`src/rtl/sensor_mem_arbiter.sv`:
```
// Arbitrates a single-port sensor SRAM between the AHB register-side bus and the capture engine.
// Capture has priority, but a bus request wins after MAX_CAP_STREAK consecutive capture grants.
module sensor_mem_arbiter #(
  parameter int unsigned ADDR_W         = 8,
  parameter int unsigned MAX_CAP_STREAK = 4
) (
  input  logic              HCLK,
  input  logic              HRESET,
  input  logic              renable,
  input  logic              wenable,
  input  logic [15:0]       address,
  input  logic [15:0]       command_data,
  output logic              slave_wait,
  output logic [31:0]       sensor_data,
  input  logic              cap_req,
  input  logic [ADDR_W-1:0] cap_addr,
  input  logic [15:0]       cap_data,
  output logic              cap_ack,
  output logic              mem_cs,
  output logic              mem_we,
  output logic [ADDR_W-1:0] mem_addr,
  output logic [15:0]       mem_wdata,
  input  logic [15:0]       mem_rdata,
  output logic              bus_overrun
);

  localparam logic [3:0] LP_MAX_STREAK = 4'(MAX_CAP_STREAK);

  typedef enum logic [2:0] {
    StIdle,
    StCap,
    StBwr,
    StBrd,
    StBrdWait
  } state_t;

  state_t            r_state;
  state_t            w_next_state;
  logic              r_pend;
  logic              r_pend_wr;
  logic [ADDR_W-1:0] r_addr;
  logic [15:0]       r_data;
  logic [3:0]        r_streak;
  logic [31:0]       r_sensor_data;
  logic              r_bus_overrun;

  logic w_pulse;
  logic w_accept;
  logic w_bus_done;

  assign w_pulse    = renable | wenable;
  assign w_accept   = w_pulse & ~r_pend;
  assign w_bus_done = (r_state == StBwr) | (r_state == StBrdWait);

  // Upper address bits are outside the SRAM window and intentionally dropped.
  generate
    if (ADDR_W < 16) begin : g_addr_unused
      logic w_unused_addr_hi;
      assign w_unused_addr_hi = ^address[15:ADDR_W];
    end
  endgenerate

  assign slave_wait  = r_pend | w_pulse;
  assign sensor_data = r_sensor_data;
  assign bus_overrun = r_bus_overrun;

  always_ff @(posedge HCLK or posedge HRESET) begin
    if (HRESET) begin
      r_state <= StIdle;
    end else begin
      r_state <= w_next_state;
    end
  end

  always_ff @(posedge HCLK or posedge HRESET) begin
    if (HRESET) begin
      r_pend        <= 1'b0;
      r_pend_wr     <= 1'b0;
      r_addr        <= '0;
      r_data        <= '0;
      r_bus_overrun <= 1'b0;
    end else begin
      if (w_accept) begin
        r_pend    <= 1'b1;
        r_pend_wr <= wenable;
        r_addr    <= address[ADDR_W-1:0];
        r_data    <= command_data;
      end else if (w_bus_done) begin
        r_pend <= 1'b0;
      end
      if (w_pulse && r_pend) begin
        r_bus_overrun <= 1'b1;
      end
    end
  end

  // Streak only counts capture grants taken while a bus request is waiting.
  always_ff @(posedge HCLK or posedge HRESET) begin
    if (HRESET) begin
      r_streak <= '0;
    end else if (r_state == StCap) begin
      if (!r_pend) begin
        r_streak <= '0;
      end else if (r_streak != LP_MAX_STREAK) begin
        r_streak <= r_streak + 4'd1;
      end
    end else if (w_bus_done) begin
      r_streak <= '0;
    end
  end

  always_ff @(posedge HCLK or posedge HRESET) begin
    if (HRESET) begin
      r_sensor_data <= '0;
    end else if (r_state == StBrdWait) begin
      r_sensor_data <= {16'h0000, mem_rdata};
    end
  end

  always_comb begin
    w_next_state = r_state;
    cap_ack      = 1'b0;
    mem_cs       = 1'b0;
    mem_we       = 1'b0;
    mem_addr     = '0;
    mem_wdata    = '0;
    case (r_state)
      StIdle: begin
        if (r_pend && (!cap_req || (r_streak == LP_MAX_STREAK))) begin
          w_next_state = r_pend_wr ? StBwr : StBrd;
        end else if (cap_req) begin
          w_next_state = StCap;
        end
      end
      StCap: begin
        mem_cs       = 1'b1;
        mem_we       = 1'b1;
        mem_addr     = cap_addr;
        mem_wdata    = cap_data;
        cap_ack      = 1'b1;
        w_next_state = StIdle;
      end
      StBwr: begin
        mem_cs       = 1'b1;
        mem_we       = 1'b1;
        mem_addr     = r_addr;
        mem_wdata    = r_data;
        w_next_state = StIdle;
      end
      StBrd: begin
        mem_cs       = 1'b1;
        mem_addr     = r_addr;
        w_next_state = StBrdWait;
      end
      StBrdWait: begin
        w_next_state = StIdle;
      end
      default: begin
        w_next_state = StIdle;
      end
    endcase
  end

endmodule

```
`config.mk`:
```
export PLATFORM = sky130hd
export DESIGN_NAME = sensor_mem_arbiter
export DESIGN_NICKNAME = d
export VERILOG_FILES = /design/src/rtl/sensor_mem_arbiter.sv
export SDC_FILE = /design/constraint.sdc
export NUM_CORES = 1
export LEC_CHECK = 0
export BUFFER_PORTS_ARGS = -buffer_cell sky130_fd_sc_hd__clkbuf_2
export CAP_MARGIN = 30
export CORE_AREA = 2 2 83 85
export DETAILED_ROUTE_END_ITERATION = 8
export DIE_AREA = 0 0 85 87
export PLACE_DENSITY = 0.72
export SLEW_MARGIN = 0
export SYNTH_ARGS = -nofsm -noshare
export SYNTH_HDL_FRONTEND = slang
export SYNTH_SLANG_ARGS = --single-unit
```
`constraint.sdc`:
```
create_clock -name HCLK -period 2.01 [get_ports HCLK]
set_clock_uncertainty 0.05 [all_clocks]
set_input_delay 0.201 -clock HCLK [delete_from_list [all_inputs] [get_ports HCLK]]
set_output_delay 0.201 -clock HCLK [all_outputs]
set_load 0.1 [all_outputs]
```
==> impl_metrics.csv <==
group,metric,value,unit
grt,grt_pass1_wl,9611,um
yosys,yosys.area_share.adder,0.9985,%
yosys,ys.flop_type,"dfrtp_1",
clocking,htreeDepth,2,
floorplanning,start_util,38.15,%
critical_path,criticalPathCategory,"reg -> out",
drt,totalWireLength,5886,um
clocking,clk_pin_slew_worst_paths,0.09,ns
layout,instances_no_fill,399,
layout,final_area,3696,um^2
floorplanning,io_pins,138,
place,dp_cells,388,
yosys,syn_area,2506,um^2
min_path,worstHoldPathType,"in -> reg",
timing,max_freq,522.4,MHz
clocking,cts-root-buf,"clkbuf_8",
critical_path,r2r_end,"sensor_data[10]",
yosys,synth.avg_cell_area,12.66,um^2
critical_path,critPathMaxStageDelay,0.38,ns
grt,antenna_found_initial,0,
min_path,min_to,"r_state[1]",
timing,setup_viol,0,
timing,min_period,1.914,ns
timing,worst_slew_pin_slew,0.5873,ns
place,dp_hpwl,4502,um
clocking,cts_tree,"built",
timing,slew-limit-headroom,60.79,%
place,portBuffers,113,
layout,nNetsFinal,397,
layout,drive_gt1_share,63.32,%
grt,grt_max_degree,27,
grt,grt_pass1_vias,2023,
yosys,synth_top_family_by_area,"multiplexers",
yosys,synth-compound-area-share,11.58,%
min_path,hp-start,"cap_req",
critical_path,cp.required,1.76,ns
critical_path,arrival,1.66,ns
place,gp_congestion,0.7241,
timing,fin_crit_sh,95.24,%
critical_path,cp_cell_sequence,"nor2b_2 > nor2b_4 > buf_4 > or2_2 > buf_12",
floorplanning,core_area,6569,um^2
critical_path,cp_max_fo,9,
yosys,synth-simple-area-share,8.238,%
layout,fillers,560,
drt,drc,0,
clocking,cts_num_sinks,50,
clocking,cts_buffer_depth,2,
min_path,whs_path_depth,2,
critical_path,reg2regPathDepth,3,
yosys,ys_async_sr_fraction,100.0,%
critical_path,worstReg2RegStart,"r_state[2]",
status,status,"finished, final reports clean",
run,cap_violations,0,
yosys,synth_cell_types,34,
drt,dr.first_iter.drc_count,69,
grt,grt_usage,16.41,%
clocking,cts_buffers,5,
yosys,synthMostInstantiatedCell,"dfrtp_1",
yosys,yosysWarningCount,0,
critical_path,slowest_stage,"dfrtp_1",
layout,synthToLayoutAreaGrowth,47.48,%
yosys,synth_xor_xnor_area_share,0.3495,%
grt,grt_overflow,0,
floorplanning,die_area,7395,um^2
drt,first_pass_iters,4,
yosys,synthCells,198,
layout,antenna_cells,0,
yosys,synthTopCellsByCount,"dfrtp_1 (50), mux2_2 (32), buf_4 (19)",
yosys,yosysSeqAreaShare,49.93,%
yosys,yosysTopAreaCell,"dfrtp_1",
yosys,ys_ff_latch,50,
drt,wl_per_cell,14.75,um
drt,antenna_left,0,
critical_path,crit_path_end_kind,"output pin",
floorplanning,die_w,85,um
critical_path,r2r_slack,0.40,ns
drt,viasPerCell,4.860,
clocking,clock_latency,0.30,ns
critical_path,worstSetupStartpoint,"r_state[0]",
floorplanning,num_rows,30,
yosys,synth_top_area_share,49.93,%
floorplanning,die_y,87,um
yosys,muxShareOfSynthArea,19.77,%
timing,hold_viol,0,
yosys,synth_edf_count,0,
critical_path,crit_path_start_kind,"flop",
timing,finalMaxSlewViolations,0,
place,dpl_cell_area,3542,um^2
yosys,synth.area.top_cells,"dfrtp_1 (50%), mux2_2 (14%), buf_4 (5.7%), a22o_1 (5.6%), mux2_4 (5.4%)",
drt,vias,1939,
## layer usage
metal / vias up / wire, um / track usage (%) / share of wire (%)
li1: 913 / - / - / -
met1: 961 / 2269 / 18.67 / 39
met2: 59 / 3188 / 29.33 / 54
met3: 6 / 351 / 5.024 / 6.0
met4: 0 / 76 / 5.483 / 1.3
met5: - / 0 / 0 / 0
## final cells by class
cell class | instances | area (um^2) | share of cell area (%)
multi-input cells | 132 | 1131 | 30.60
clock buffers | 5 | 68.82 | 1.862
inverters | 3 | 11.26 | 0.3047
clock inverters | 3 | 40.04 | 1.083
flip-flops and latches | 50 | 1254 | 33.92
repair buffers | 126 | 1091 | 29.52
well taps | 80 | 100.1 | 2.708
## worst max-delay path, delay by kind of cell, from the launching register on
kind / cells / cell delay [ns]
and+or+nand+nor: 3 / 0.62
buffers and inverters: 2 / 0.36
DFF: 1 / 0.38
## layout by cell type, fill, tap and decap left out, drive strengths merged
cell / synthesis / layout
nand3: 1 / 1
nand3b: 2 / 2
inv: 3 / 3
o21bai: 1 / 1
buf: 26 / 39
nand4bb: 1 / 1
nor2: 14 / 14
or2: 1 / 1
o31a: 1 / 1
o21ai: 3 / 3
nand2b: 1 / 1
o31ai: 1 / 1
xnor2: 1 / 1
clkbuf: 2 / 91
nor2b: 5 / 5
mux2: 41 / 41
a31oi: 1 / 1
o22ai: 2 / 2
dfrtp: 50 / 50
nand2: 3 / 3
or3: 1 / 1
and3b: 2 / 2
o41ai: 1 / 1
a22o: 16 / 16
nor3b: 2 / 2
dlygate4sd3: 0 / 1
nor4: 1 / 1
clkinv: 0 / 2
ha: 2 / 2
conb: 1 / 16
bufinv: 0 / 1
a21oi: 4 / 4
a22oi: 8 / 8
## sequential cells by signal, indices dropped and copies added, names as in the netlist
| signal | flops |
|---|---|
| sensor_data | 16 |
| r_data | 16 |
| r_addr | 8 |
| bus_overrun | 1 |
| r_state | 3 |
| r_pend_wr | 1 |
| r_streak | 4 |
| r_pend | 1 |
## worst max path at each step
stage | to | slack, ns | depth (start not counted)
final | mem_we | 0.1 | 5
after global routing | mem_wdata[6] | -0.006 | 5
after CTS | mem_wdata[9] | 0.003 | 5
after detailed placement | sensor_data[10] | 0.28 | 3
after global placement | sensor_data[10] | 0.33 | 3
after floorplan | mem_wdata[10] | 0.07 | 6
## timing repair
action,4_1_cts,5_1_grt
gates cloned,0,1
setup endpoints to repair,17,17
hold buffers,1,0
hold endpoints to repair,25,0
gates resized for setup,3,6
buffers inserted,1,0
pin swaps,0,0
## through the flow
stage,util (%),setup TNS (ns),hold WS (ns),setup slack (ns)
detailed placement,53.92,0,0.2336,0.2847
global route,56.27,-0.005850,0.05495,-0.005850
floorplan,-,0,0.2334,0.07180
CTS,55.94,0,0.02021,0.002948
global placement,53.92,0,0.2172,0.3330
finish,56.27,0,0.03441,0.09566
## cell families (layout without fill, tap and decap cells)
logic type	count (synthesis)	after routing
other cells	1	16
xor+xnor	1	1
buf+inv	31	137
simple gates	34	34
compound gates	38	38
fa+ha+maj	2	2
flops	50	50
mux	41	41
Power is not shown: default switching activity piles up to over one toggle a cycle in this logic, so the estimate is an artifact.
